<file path="src/rtl/uart_event_bridge_if.sv">
// Signal bundle between the UART RX/TX pair, the DVS accelerator and uart_event_bridge.
// master = environment side (UART + accelerator), slave = the bridge.
interface uart_event_bridge_if #(
    parameter int COORD_W   = 9,
    parameter int BIN_W     = 3,
    parameter int GESTURE_W = 2
);
    logic [7:0]           rx_data;
    logic                 rx_valid;
    logic [7:0]           tx_data;
    logic                 tx_valid;
    logic                 tx_ready;
    logic [COORD_W-1:0]   evt_x;
    logic [COORD_W-1:0]   evt_y;
    logic                 evt_pol;
    logic                 evt_valid;
    logic                 evt_ready;
    logic [GESTURE_W-1:0] gesture;
    logic                 gesture_valid;
    logic [BIN_W-1:0]     current_bin;
    logic                 parse_err;
    logic                 evt_drop;

    modport master (
        output rx_data, rx_valid, tx_ready, evt_ready, gesture, gesture_valid, current_bin,
        input  tx_data, tx_valid, evt_x, evt_y, evt_pol, evt_valid, parse_err, evt_drop
    );
    modport slave (
        input  rx_data, rx_valid, tx_ready, evt_ready, gesture, gesture_valid, current_bin,
        output tx_data, tx_valid, evt_x, evt_y, evt_pol, evt_valid, parse_err, evt_drop
    );
endinterface

</file>
<file path="src/rtl/uart_event_bridge.sv">
// UART byte protocol engine: 5-byte event packets into an event FIFO, command/gesture bytes out via a TX FIFO.
// Optional macro UART_BRIDGE_STATS_EN adds a saturating drop counter read (and cleared) by command 0xFD.
module uart_event_bridge #(
    parameter int COORD_W           = 9,
    parameter int BIN_W             = 3,
    parameter int GESTURE_W         = 2,
    parameter int EVT_FIFO_DEPTH    = 8,
    parameter int TX_FIFO_DEPTH     = 4,
    parameter int RX_TIMEOUT_CYCLES = 1200
) (
    input logic clk,
    input logic rst,
    uart_event_bridge_if.slave bus
);
    localparam int EAW = $clog2(EVT_FIFO_DEPTH);
    localparam int TAW = $clog2(TX_FIFO_DEPTH);
    localparam int TMW = $clog2(RX_TIMEOUT_CYCLES + 1);
    localparam int HIW = COORD_W - 8;

    typedef enum logic [2:0] {S_HDR, S_XL, S_YH, S_YL, S_POL} state_t;
    typedef struct packed {
        logic [COORD_W-1:0] x;
        logic [COORD_W-1:0] y;
        logic               pol;
    } evt_t;

    state_t         r_state, w_next;
    logic [TMW-1:0] r_tmo;
    logic [HIW-1:0] r_xhi, r_yhi;
    logic [7:0]     r_xlo, r_ylo;
    logic           r_parse_err, r_evt_drop;
    logic           w_hi_ok, w_err, w_done, w_cmd_raw, w_cmd, w_tmo_hit;
    logic [7:0]     w_resp;
    evt_t           w_pkt;
`ifdef UART_BRIDGE_STATS_EN
    logic [7:0]     r_drop_cnt;
    logic           w_stats_cmd;
`endif

    assign w_hi_ok   = (bus.rx_data >> HIW) == 8'd0;
    assign w_tmo_hit = (r_state != S_HDR) && !bus.rx_valid && (r_tmo == TMW'(RX_TIMEOUT_CYCLES - 1));
    assign w_pkt     = {r_xhi, r_xlo, r_yhi, r_ylo, bus.rx_data[0]};

    always_ff @(posedge clk) begin
        if (rst) r_state <= S_HDR;
        else     r_state <= w_next;
    end

    always_comb begin
        w_next    = r_state;
        w_err     = 1'b0;
        w_done    = 1'b0;
        w_cmd_raw = 1'b0;
        w_resp    = 8'h00;
`ifdef UART_BRIDGE_STATS_EN
        w_stats_cmd = 1'b0;
`endif
        if (bus.rx_valid) begin
            unique case (r_state)
                S_HDR: begin
                    if (bus.rx_data == 8'hFF) begin
                        w_cmd_raw = 1'b1;
                        w_resp    = 8'h55;
                    end else if (bus.rx_data == 8'hFE) begin
                        w_cmd_raw = 1'b1;
                        w_resp    = {4'hB, 4'(bus.current_bin)};
                    end
`ifdef UART_BRIDGE_STATS_EN
                    else if (bus.rx_data == 8'hFD) begin
                        w_cmd_raw   = 1'b1;
                        w_stats_cmd = 1'b1;
                        w_resp      = r_drop_cnt;
                    end
`endif
                    else if (w_hi_ok) w_next = S_XL;
                    else              w_err  = 1'b1;
                end
                S_XL: w_next = S_YH;
                S_YH: begin
                    if (w_hi_ok) w_next = S_YL;
                    else begin
                        w_err  = 1'b1;
                        w_next = S_HDR;
                    end
                end
                S_YL: w_next = S_POL;
                S_POL: begin
                    w_done = 1'b1;
                    w_next = S_HDR;
                end
                default: w_next = S_HDR;
            endcase
        end else if (w_tmo_hit) begin
            w_next = S_HDR;
            w_err  = 1'b1;
        end
    end

    always_ff @(posedge clk) begin
        if (rst) begin
            r_xhi <= '0;
            r_xlo <= '0;
            r_yhi <= '0;
            r_ylo <= '0;
        end else if (bus.rx_valid) begin
            unique case (r_state)
                S_HDR:   r_xhi <= bus.rx_data[HIW-1:0];
                S_XL:    r_xlo <= bus.rx_data;
                S_YH:    r_yhi <= bus.rx_data[HIW-1:0];
                S_YL:    r_ylo <= bus.rx_data;
                default: ;
            endcase
        end
    end

    // Idle counter only runs mid-packet; any received byte restarts it.
    always_ff @(posedge clk) begin
        if (rst || bus.rx_valid || r_state == S_HDR || w_tmo_hit) r_tmo <= '0;
        else                                                       r_tmo <= r_tmo + TMW'(1);
    end

    // ---------------- event FIFO (fall-through) ----------------
    evt_t           r_emem [EVT_FIFO_DEPTH];
    logic [EAW-1:0] r_ewp, r_erp;
    logic [EAW:0]   r_ecnt;
    logic           w_efull, w_epush, w_epop, w_drop;
    evt_t           w_ehead;

    assign w_efull = r_ecnt == (EAW+1)'(EVT_FIFO_DEPTH);
    assign w_epush = w_done && !w_efull;
    assign w_drop  = w_done && w_efull;
    assign w_epop  = bus.evt_valid && bus.evt_ready;
    assign w_ehead = r_emem[r_erp];

    always_ff @(posedge clk) begin
        if (w_epush) r_emem[r_ewp] <= w_pkt;
    end

    always_ff @(posedge clk) begin
        if (rst) begin
            r_ewp  <= '0;
            r_erp  <= '0;
            r_ecnt <= '0;
        end else begin
            if (w_epush) r_ewp <= r_ewp + EAW'(1);
            if (w_epop)  r_erp <= r_erp + EAW'(1);
            case ({w_epush, w_epop})
                2'b10:   r_ecnt <= r_ecnt + (EAW+1)'(1);
                2'b01:   r_ecnt <= r_ecnt - (EAW+1)'(1);
                default: ;
            endcase
        end
    end

    assign bus.evt_valid = r_ecnt != '0;
    assign bus.evt_x     = bus.evt_valid ? w_ehead.x   : '0;
    assign bus.evt_y     = bus.evt_valid ? w_ehead.y   : '0;
    assign bus.evt_pol   = bus.evt_valid ? w_ehead.pol : 1'b0;

    // ---------------- TX FIFO with gesture-first arbitration ----------------
    logic [7:0]     r_tmem [TX_FIFO_DEPTH];
    logic [TAW-1:0] r_twp, r_trp;
    logic [TAW:0]   r_tcnt;
    logic           r_pend_vld;
    logic [7:0]     r_pend_data;
    logic           w_tfull, w_twr_req, w_tpush, w_tpop;
    logic [7:0]     w_twr_data;

    assign w_cmd   = w_cmd_raw && !r_pend_vld;
    assign w_tfull = r_tcnt == (TAW+1)'(TX_FIFO_DEPTH);
    assign w_tpush = w_twr_req && !w_tfull;
    assign w_tpop  = bus.tx_valid && bus.tx_ready;

    always_comb begin
        w_twr_req  = 1'b0;
        w_twr_data = 8'h00;
        if (bus.gesture_valid) begin
            w_twr_req  = 1'b1;
            w_twr_data = {4'hA, 4'(bus.gesture)};
        end else if (r_pend_vld) begin
            w_twr_req  = 1'b1;
            w_twr_data = r_pend_data;
        end else if (w_cmd) begin
            w_twr_req  = 1'b1;
            w_twr_data = w_resp;
        end
    end

    always_ff @(posedge clk) begin
        if (w_tpush) r_tmem[r_twp] <= w_twr_data;
    end

    always_ff @(posedge clk) begin
        if (rst) begin
            r_twp       <= '0;
            r_trp       <= '0;
            r_tcnt      <= '0;
            r_pend_vld  <= 1'b0;
            r_pend_data <= 8'h00;
        end else begin
            if (w_tpush) r_twp <= r_twp + TAW'(1);
            if (w_tpop)  r_trp <= r_trp + TAW'(1);
            case ({w_tpush, w_tpop})
                2'b10:   r_tcnt <= r_tcnt + (TAW+1)'(1);
                2'b01:   r_tcnt <= r_tcnt - (TAW+1)'(1);
                default: ;
            endcase
            // A response that lost to a gesture waits here; it retries every gesture-free cycle.
            if (bus.gesture_valid && w_cmd) begin
                r_pend_vld  <= 1'b1;
                r_pend_data <= w_resp;
            end else if (!bus.gesture_valid && r_pend_vld && !w_tfull) begin
                r_pend_vld  <= 1'b0;
            end
        end
    end

    assign bus.tx_valid = r_tcnt != '0;
    assign bus.tx_data  = bus.tx_valid ? r_tmem[r_trp] : 8'h00;

`ifdef UART_BRIDGE_STATS_EN
    always_ff @(posedge clk) begin
        if (rst)                                r_drop_cnt <= 8'h00;
        else if (w_stats_cmd && w_cmd)          r_drop_cnt <= {7'd0, w_drop};
        else if (w_drop && r_drop_cnt != 8'hFF) r_drop_cnt <= r_drop_cnt + 8'd1;
    end
`endif

    always_ff @(posedge clk) begin
        if (rst) begin
            r_parse_err <= 1'b0;
            r_evt_drop  <= 1'b0;
        end else begin
            r_parse_err <= w_err;
            r_evt_drop  <= w_drop;
        end
    end

    assign bus.parse_err = r_parse_err;
    assign bus.evt_drop  = r_evt_drop;
endmodule

</file>
<file path="src/flat_wrapper.sv">
// flat-port wrapper written by rule: the top's interface ports become plain ports
module uart_event_bridge_flat 
#(
    parameter int COORD_W           = 9,
    parameter int BIN_W             = 3,
    parameter int GESTURE_W         = 2,
    parameter int EVT_FIFO_DEPTH    = 8,
    parameter int TX_FIFO_DEPTH     = 4,
    parameter int RX_TIMEOUT_CYCLES = 1200
)
  (clk, rst, bus_rx_data, bus_rx_valid, bus_tx_ready, bus_evt_ready, bus_gesture, bus_gesture_valid, bus_current_bin, bus_tx_data, bus_tx_valid, bus_evt_x, bus_evt_y, bus_evt_pol, bus_evt_valid, bus_parse_err, bus_evt_drop);
  uart_event_bridge_if #(.COORD_W(COORD_W), .BIN_W(BIN_W), .GESTURE_W(GESTURE_W)) bus_i ();
  input logic clk;
  input logic rst;
  input wire logic [$bits(bus_i.rx_data)-1:0] bus_rx_data;
  input wire logic [$bits(bus_i.rx_valid)-1:0] bus_rx_valid;
  input wire logic [$bits(bus_i.tx_ready)-1:0] bus_tx_ready;
  input wire logic [$bits(bus_i.evt_ready)-1:0] bus_evt_ready;
  input wire logic [$bits(bus_i.gesture)-1:0] bus_gesture;
  input wire logic [$bits(bus_i.gesture_valid)-1:0] bus_gesture_valid;
  input wire logic [$bits(bus_i.current_bin)-1:0] bus_current_bin;
  output wire logic [$bits(bus_i.tx_data)-1:0] bus_tx_data;
  output wire logic [$bits(bus_i.tx_valid)-1:0] bus_tx_valid;
  output wire logic [$bits(bus_i.evt_x)-1:0] bus_evt_x;
  output wire logic [$bits(bus_i.evt_y)-1:0] bus_evt_y;
  output wire logic [$bits(bus_i.evt_pol)-1:0] bus_evt_pol;
  output wire logic [$bits(bus_i.evt_valid)-1:0] bus_evt_valid;
  output wire logic [$bits(bus_i.parse_err)-1:0] bus_parse_err;
  output wire logic [$bits(bus_i.evt_drop)-1:0] bus_evt_drop;
  assign bus_i.rx_data = bus_rx_data;
  assign bus_i.rx_valid = bus_rx_valid;
  assign bus_i.tx_ready = bus_tx_ready;
  assign bus_i.evt_ready = bus_evt_ready;
  assign bus_i.gesture = bus_gesture;
  assign bus_i.gesture_valid = bus_gesture_valid;
  assign bus_i.current_bin = bus_current_bin;
  assign bus_tx_data = bus_i.tx_data;
  assign bus_tx_valid = bus_i.tx_valid;
  assign bus_evt_x = bus_i.evt_x;
  assign bus_evt_y = bus_i.evt_y;
  assign bus_evt_pol = bus_i.evt_pol;
  assign bus_evt_valid = bus_i.evt_valid;
  assign bus_parse_err = bus_i.parse_err;
  assign bus_evt_drop = bus_i.evt_drop;
  uart_event_bridge #(.COORD_W(COORD_W), .BIN_W(BIN_W), .GESTURE_W(GESTURE_W), .EVT_FIFO_DEPTH(EVT_FIFO_DEPTH), .TX_FIFO_DEPTH(TX_FIFO_DEPTH), .RX_TIMEOUT_CYCLES(RX_TIMEOUT_CYCLES)) u_core (.clk(clk), .rst(rst), .bus(bus_i));
endmodule
</file>
<file path="config.mk">
export PLATFORM = sky130hd
export DESIGN_NAME = uart_event_bridge_flat
export DESIGN_NICKNAME = d
export VERILOG_FILES = /design/src/rtl/uart_event_bridge_if.sv /design/src/rtl/uart_event_bridge.sv /design/src/flat_wrapper.sv
export SDC_FILE = /design/constraint.sdc
export NUM_CORES = 1
export LEC_CHECK = 0
export BUFFER_PORTS_ARGS = -buffer_cell sky130_fd_sc_hd__buf_2
export CAP_MARGIN = 40
export CORE_MARGIN = 4
export CORE_UTILIZATION = 40
export DETAILED_ROUTE_END_ITERATION = 16
export SKIP_LAST_GASP = 1
export SYNTH_ARGS = -nofsm -noshare
export SYNTH_HDL_FRONTEND = slang
export SYNTH_SLANG_ARGS = --single-unit
</file>
<file path="constraint.sdc">
create_clock -name clk -period 2.93 [get_ports clk]
set_input_delay 0.293 -clock clk [delete_from_list [all_inputs] [get_ports clk]]
set_output_delay 0.293 -clock clk [all_outputs]
set_load 0.005 [all_outputs]
</file>
==> results of run 1 <==
power groups by stage:
| stage | sequential (mW) | combinational (mW) | clock (mW) |
|---|---|---|---|
| after floorplan | 3.77 | 0.332 | 0 |
| after detailed placement | 3.80 | 0.462 | 0 |
| after global routing | 3.74 | 0.506 | 3.14 |
| after CTS | 3.73 | 0.466 | 3.00 |
| final | 3.72 | 0.458 | 2.91 |
| after global placement | 3.79 | 0.446 | 0 |
worst min-delay path, cell delays in order:
cell     delay [ns]
buf_2          0.14
nand2_1        0.06
a21oi_1        0.05
flip-flops by register name (all words and copies together) (netlist names), named ones only:
register,count
u_core.bus.parse_err,1
u_core.r_pend_data,6
u_core.r_ylo,8
u_core.r_emem,152
u_core.r_pend_vld,1
u_core.r_ecnt,4
u_core.r_tcnt,3
u_core.r_trp,2
u_core.r_tmo,11
u_core.r_yhi,1
u_core.r_twp,2
u_core.bus.evt_drop,1
u_core.r_state,3
u_core.r_erp,3
u_core.r_tmem,24
u_core.r_xhi,1
u_core.r_xlo,8
u_core.r_ewp,3
synthesized netlist by cell type (all sizes together), types with 3 or more instances:
cell	instances	share of area (%)
ha	11	1.4
nor3	9	0.47
inv	12	0.47
a311oi	3	0.27
xor2	12	1.1
clkbuf	23	0.90
mux4	44	10
edfxtp	176	55
dfxtp	63	13
or3	5	0.33
nor2b	4	0.26
a21oi	38	2.0
and2	14	0.92
nor2	63	2.5
nor4	5	0.48
buf	10	0.61
xnor2	7	0.64
and3	5	0.33
nand3	15	0.84
o21ai	6	0.31
nand4	5	0.33
mux2i	22	2.3
nand2	46	1.8
or4	3	0.24
nand2b	5	0.33
layout make-up:
cell class | count | area, um2 | share of cell area [%]
Tap cell | 319 | 399 | 3.63
Clock buffer | 34 | 669 | 6.08
Multi-Input combinational cell | 344 | 2870 | 26.1
Inverter | 12 | 45.0 | 0.409
Sequential cell | 239 | 6550 | 59.5
Clock inverter | 10 | 92.6 | 0.841
Timing Repair Buffer | 65 | 380 | 3.46
cell families after synthesis:
kind of cell | after synthesis | synth area share, %
flops | 239 | 68.4
simple gates | 188 | 9.76
mux | 67 | 12.8
compound gates | 56 | 3.41
buf+inv | 45 | 1.99
xor+xnor | 19 | 1.74
fa+ha+maj | 13 | 1.86
other cells | 1 | 0.0392
worst max-delay path by stage:
stage          cells after the start  slack (ns)                   to              start
2_1_floorplan                      4        0.18  u_core.r_emem[2][0]  u_core.r_state[1]
3_3_place_gp                      11        0.40     u_core.r_tcnt[2]       bus_rx_valid
3_5_place_dp                      11        0.22     u_core.r_tcnt[2]       bus_rx_valid
4_1_cts                            8        0.27     u_core.r_ecnt[3]   u_core.r_ecnt[0]
6_report                           8        0.25     u_core.r_ecnt[3]   u_core.r_ecnt[0]
5_1_grt                           10        0.06     u_core.r_tcnt[2]  u_core.r_state[2]
per-stage QoR:
stage	setup WS, ns	power, mW
2_1_floorplan	0.183	4.10
3_3_place_gp	0.403	4.24
3_5_place_dp	0.219	4.26
4_1_cts	0.272	7.19
5_1_grt	0.0617	7.38
6_report	0.254	7.09
metal layers:
metal	routed length [um]	share of wire [%]	global-route usage [%]	up-vias
met4	271	1.4	3.32	0
met5	0	0	0	-
met1	8220	44	19.5	2650
met2	9180	49	24.3	126
met3	1070	5.7	2.25	27
li1	-	-	-	2494
==> reports/metrics.cfg, run 1 <==
[hold_path]
hold_path_end=u_core.r_ylo[3]
hold_depth=3
hp-start=bus_rx_data[3]
hp-class=input pin to flip-flop

[setup_path]
crit_fanout=5
crit_family=simple AND/OR/NAND/NOR gates
path_class=flip-flop to flip-flop
start_kind=flip-flop
critical-path-max-stage-delay_ns=0.64
path_buf_inv=0
worstRegToRegCells=8
cp_data_arrival_time_ns=3.11
crit_slowest_cell=or4b_1
critical_path_required_ns=3.37
cp_common_cell=a21oi_1
cp-end-kind=flip-flop
r2r_start=u_core.r_ecnt[0]
reg2reg_to=u_core.r_ecnt[3]
reg2reg_slack_ns=0.25
path_cells=or4b_1, nand2_1, ha_1, ha_1, a21oi_1, a21oi_1, or4_1, a21oi_1

[power_and_ir_drop]
p_sw_share_pct=21.5
p_int_mw=5.57
cellLeakagePower_nw=3.34
cellPowerDensity_nw_per_um2=644
ir_worst_vdd_v=0.000495
p_clk_share_pct=41.0
switching_power_mw=1.52
seqPwrFrac_pct=52.5
p_comb_share_pct=6.5

[placed_design]
gp_congestion=0.759
place_area_um2=10200
dp_cells=979
port_buffers=48
hpwl_um=12300

[cts]
cts_resized=0
cts_tree=built
insertion_delay_ns=0.52
post-cts-setup-buffers=0
clockBufferDepth=3
cts.sinks=239
clk_pin_slew_worst_paths_ns=0.06
ctsHoldBuffers=0
cts_max_level=1
numCtsBuffers=24
root_buffer=clkbuf_16

[drt]
vias=5297
first_pass_iters=4
routedWlPerCell_um=18.3
totalWireLength_um=18700
ant_nets=0
drc=0
vias_per_cell=5.18
detail_route.iter0.violations=265

[layout]
final_core_util_pct=46.9
stdcell_count=1023
syn2layout_area_growth_pct=15.0
n_antenna_cell=0
drive_above_1_share_pct=22.7
final_nets=718
final_common_cell=edfxtp_1
n_fill_cell=2025
design_area_um2=11000
layout_common_cells=edfxtp_1, nor2_1, dfxtp_1, buf_2, nand2_1

[grt]
grt_pass1_vias=5462
grt_max_degree=39
grt_pass1_wl_um=29900
grt_remaining_overflow=0
grt_usage_pct=14.3
antenna_found_initial=0

[synth]
synth_seq_cells=239
synth_area_per_cell_um2=15.2
synth_cell_types=51
postSynth.asyncResetShare_pct=0
yosysSeqAreaShare_pct=68.4
syn_area_um2=9570
synth_cells=628
syn_nets=660
yosys_most_used_dff=edfxtp_1
synth_edf_count=176
yosys_warnings=0

[die]
die_h_um=163
dieArea_um2=26500
die_x_um=163
core_um2=23500
initial_core_util_pct=40.8
rows=56
io_pins=50

[run_status]
outcome=finished clean

[sta]
rsz0062_at_grt=false
worstMarginPinSlew_ns=0.494
post-route-min-period_ns=2.68
finalCritPeriodShare_pct=91.3
clock_skew_ns=0.0156
hold_viol=0
max_freq_mhz=374
finalSetupViolations=0
max_slew_margin_pct=66.8
whs_ns=0.0706
tns_ns=0
slew_viol_final=0

[job]
cap_violations=0

Power figures use the tool's default switching activity.
==> run 2, diff against run 1 <==
--- a/config.mk
+++ b/config.mk
@@ -7,7 +7,6 @@
 export LEC_CHECK = 0
 export BUFFER_PORTS_ARGS = -buffer_cell sky130_fd_sc_hd__buf_2
 export CAP_MARGIN = 40
-export CORE_MARGIN = 4
 export CORE_UTILIZATION = 40
 export DETAILED_ROUTE_END_ITERATION = 16
 export SKIP_LAST_GASP = 1
==> run 2 against run 1 <==
  * Count of clock-buffer cells in the layout decreased by 1
  * Largest power group unchanged
  * Design area increased by 0.57%
  * Sequential power about the same
==> reports/metrics.cfg, run 2 (same netlist as run 1, synthesis figures left out) <==
[drt]
vias=5357  ; was 5297
ant_nets=0  ; unchanged
totalWireLength_um=19100  ; was 18700 um
detail_route.iter0.violations=311  ; was 265
drc=0  ; unchanged
routedWlPerCell_um=18.6  ; was 18.3 um
vias_per_cell=5.23  ; was 5.18
first_pass_iters=4  ; unchanged

[cts]
root_buffer=clkbuf_16  ; unchanged
clk_pin_slew_worst_paths_ns=0.06  ; about the same
ctsHoldBuffers=0  ; unchanged
clockBufferDepth=3  ; unchanged
cts_resized=0  ; unchanged
numCtsBuffers=24  ; unchanged
cts_tree=built  ; unchanged
cts.sinks=239  ; unchanged
post-cts-setup-buffers=0  ; unchanged
cts_max_level=1  ; unchanged
insertion_delay_ns=0.51  ; was 0.52 ns

[power_and_ir_drop]
ir_worst_vdd_v=0.000714  ; was 0.000495 V
cellLeakagePower_nw=3.37  ; was 3.34 nW
cellPowerDensity_nw_per_um2=647  ; was 644 nW/um2

[setup_path]
path_class=flip-flop to flip-flop  ; unchanged
cp_data_arrival_time_ns=3.17  ; was 3.11 ns
crit_fanout=5  ; unchanged
start_kind=flip-flop  ; unchanged
cp-end-kind=flip-flop  ; unchanged
critical_path_required_ns=3.37  ; about the same

[sta]
slew_viol_final=0  ; unchanged
max_slew_margin_pct=46.1  ; was 66.8%
tns_ns=0  ; unchanged
hold_viol=0  ; unchanged
finalCritPeriodShare_pct=93.0  ; was 91.3%
clock_skew_ns=0.00947  ; was 0.0156 ns
worstMarginPinSlew_ns=0.807  ; was 0.494 ns
post-route-min-period_ns=2.72  ; was 2.68 ns
max_freq_mhz=367  ; was 374 MHz
rsz0062_at_grt=false  ; unchanged
finalSetupViolations=0  ; unchanged

[layout]
largest_reg_flops=152  ; unchanged
n_antenna_cell=0  ; unchanged
final_common_cell=edfxtp_1  ; unchanged
design_area_um2=11100  ; was 11000 um2
reg_top3=u_core.r_emem: 152 flops, u_core.r_tmem: 24 flops, u_core.r_tmo: 11 flops  ; unchanged
drive_above_1_share_pct=22.9  ; was 22.7%
syn2layout_area_growth_pct=15.7  ; was 15.0%
layout_common_cells=edfxtp_1, nor2_1, dfxtp_1, buf_2, nand2_1  ; unchanged
final_nets=720  ; was 718
top_register=u_core.r_emem  ; unchanged

[die]
die_h_um=157  ; was 163 um
core_um2=23500  ; unchanged
die_x_um=157  ; was 163 um
io_pins=50  ; unchanged
initial_core_util_pct=40.8  ; unchanged
rows=56  ; unchanged
dieArea_um2=24500  ; was 26500 um2

[run_status]
outcome=finished clean  ; unchanged

[placed_design]
place_area_um2=10300  ; was 10200 um2
hpwl_um=12300  ; about the same
gp_congestion=0.778  ; was 0.759
port_buffers=48  ; unchanged

[grt]
grt_remaining_overflow=0  ; unchanged
grt_pass1_wl_um=30000  ; was 29900 um
antenna_found_initial=0  ; unchanged
grt_usage_pct=16.2  ; was 14.3%
grt_max_degree=35  ; was 39
grt_pass1_vias=5542  ; was 5462

[job]
cap_violations=0  ; unchanged

[hold_path]
hp-class=input pin to flip-flop  ; unchanged

run 2: changes by cell type in the layout (fill, tap and decap cells not counted):
| cell | delta |
|---|---|
| clkinv_2 | +1 |
| clkinv_8 | -1 |
| clkbuf_1 | -1 |
| bufinv_16 | +1 |
| clkinv_1 | +1 |
| buf_12 | +3 |
| buf_4 | -1 |
| clkinv_4 | -1 |
run 2: routing by layer:
layer	routed length, um	up-vias	GRT usage, %
li1	-	2488	-
met1	7910	2688	20.0
met2	9670	148	28.9
met3	1060	33	2.60
met4	428	0	5.18
met5	0	-	0
run 2: area by class of cell:
class                           instances  area [um2]
Fill cell                            2026       12400
Sequential cell                       239        6550
Inverter                               12        45.0
Tap cell                              319         399
Clock buffer                           33         666
Clock inverter                         11         106
Timing Repair Buffer                   67         433
Multi-Input combinational cell        344        2870
run 2: stage by stage:
step	total power [mW]	hold WS, ns	util (%)	cells	setup slack (ns)
floorplan	4.10	0.392	-	628	0.183
global placement	4.24	0.440	43.9	981	0.393
detailed placement	4.26	0.456	43.9	981	0.253
CTS	7.24	0.0462	47.2	1025	0.180
global route	7.41	0.0714	47.2	1025	0.0471
finish	7.16	0.0735	47.2	1025	0.205
run 2: path summary, 6_finish.rpt:
check	start	to	slack, ns	cells past startpoint
setup / recovery	u_core.r_ecnt[0]	u_core.r_ecnt[3]	0.21	8
hold / removal	bus_rx_data[3]	u_core.r_ylo[3]	0.07	3
setup reg to reg	u_core.r_ecnt[0]	u_core.r_ecnt[3]	0.21	8
hold reg to reg	u_core.r_tmo[0]	u_core.r_tmo[0]	0.47	1
run 2: report_power, final:
| group | internal [mW] | switching (mW) | leakage, nW | total [mW] |
|---|---|---|---|---|
| combinational | 0.212 | 0.245 | 1.10 | 0.457 |
| clock | 1.76 | 1.21 | 0.381 | 2.97 |
| sequential | 3.67 | 0.0608 | 1.89 | 3.73 |
run 2: critical path, cell delays in order, from the launching register on:
cell	delay (ns)
dfxtp_1	0.36
or4b_1	0.64
nand2_1	0.14
ha_1	0.20
ha_1	0.29
a21oi_1	0.26
a21oi_1	0.14
or4_1	0.48
a21oi_1	0.15
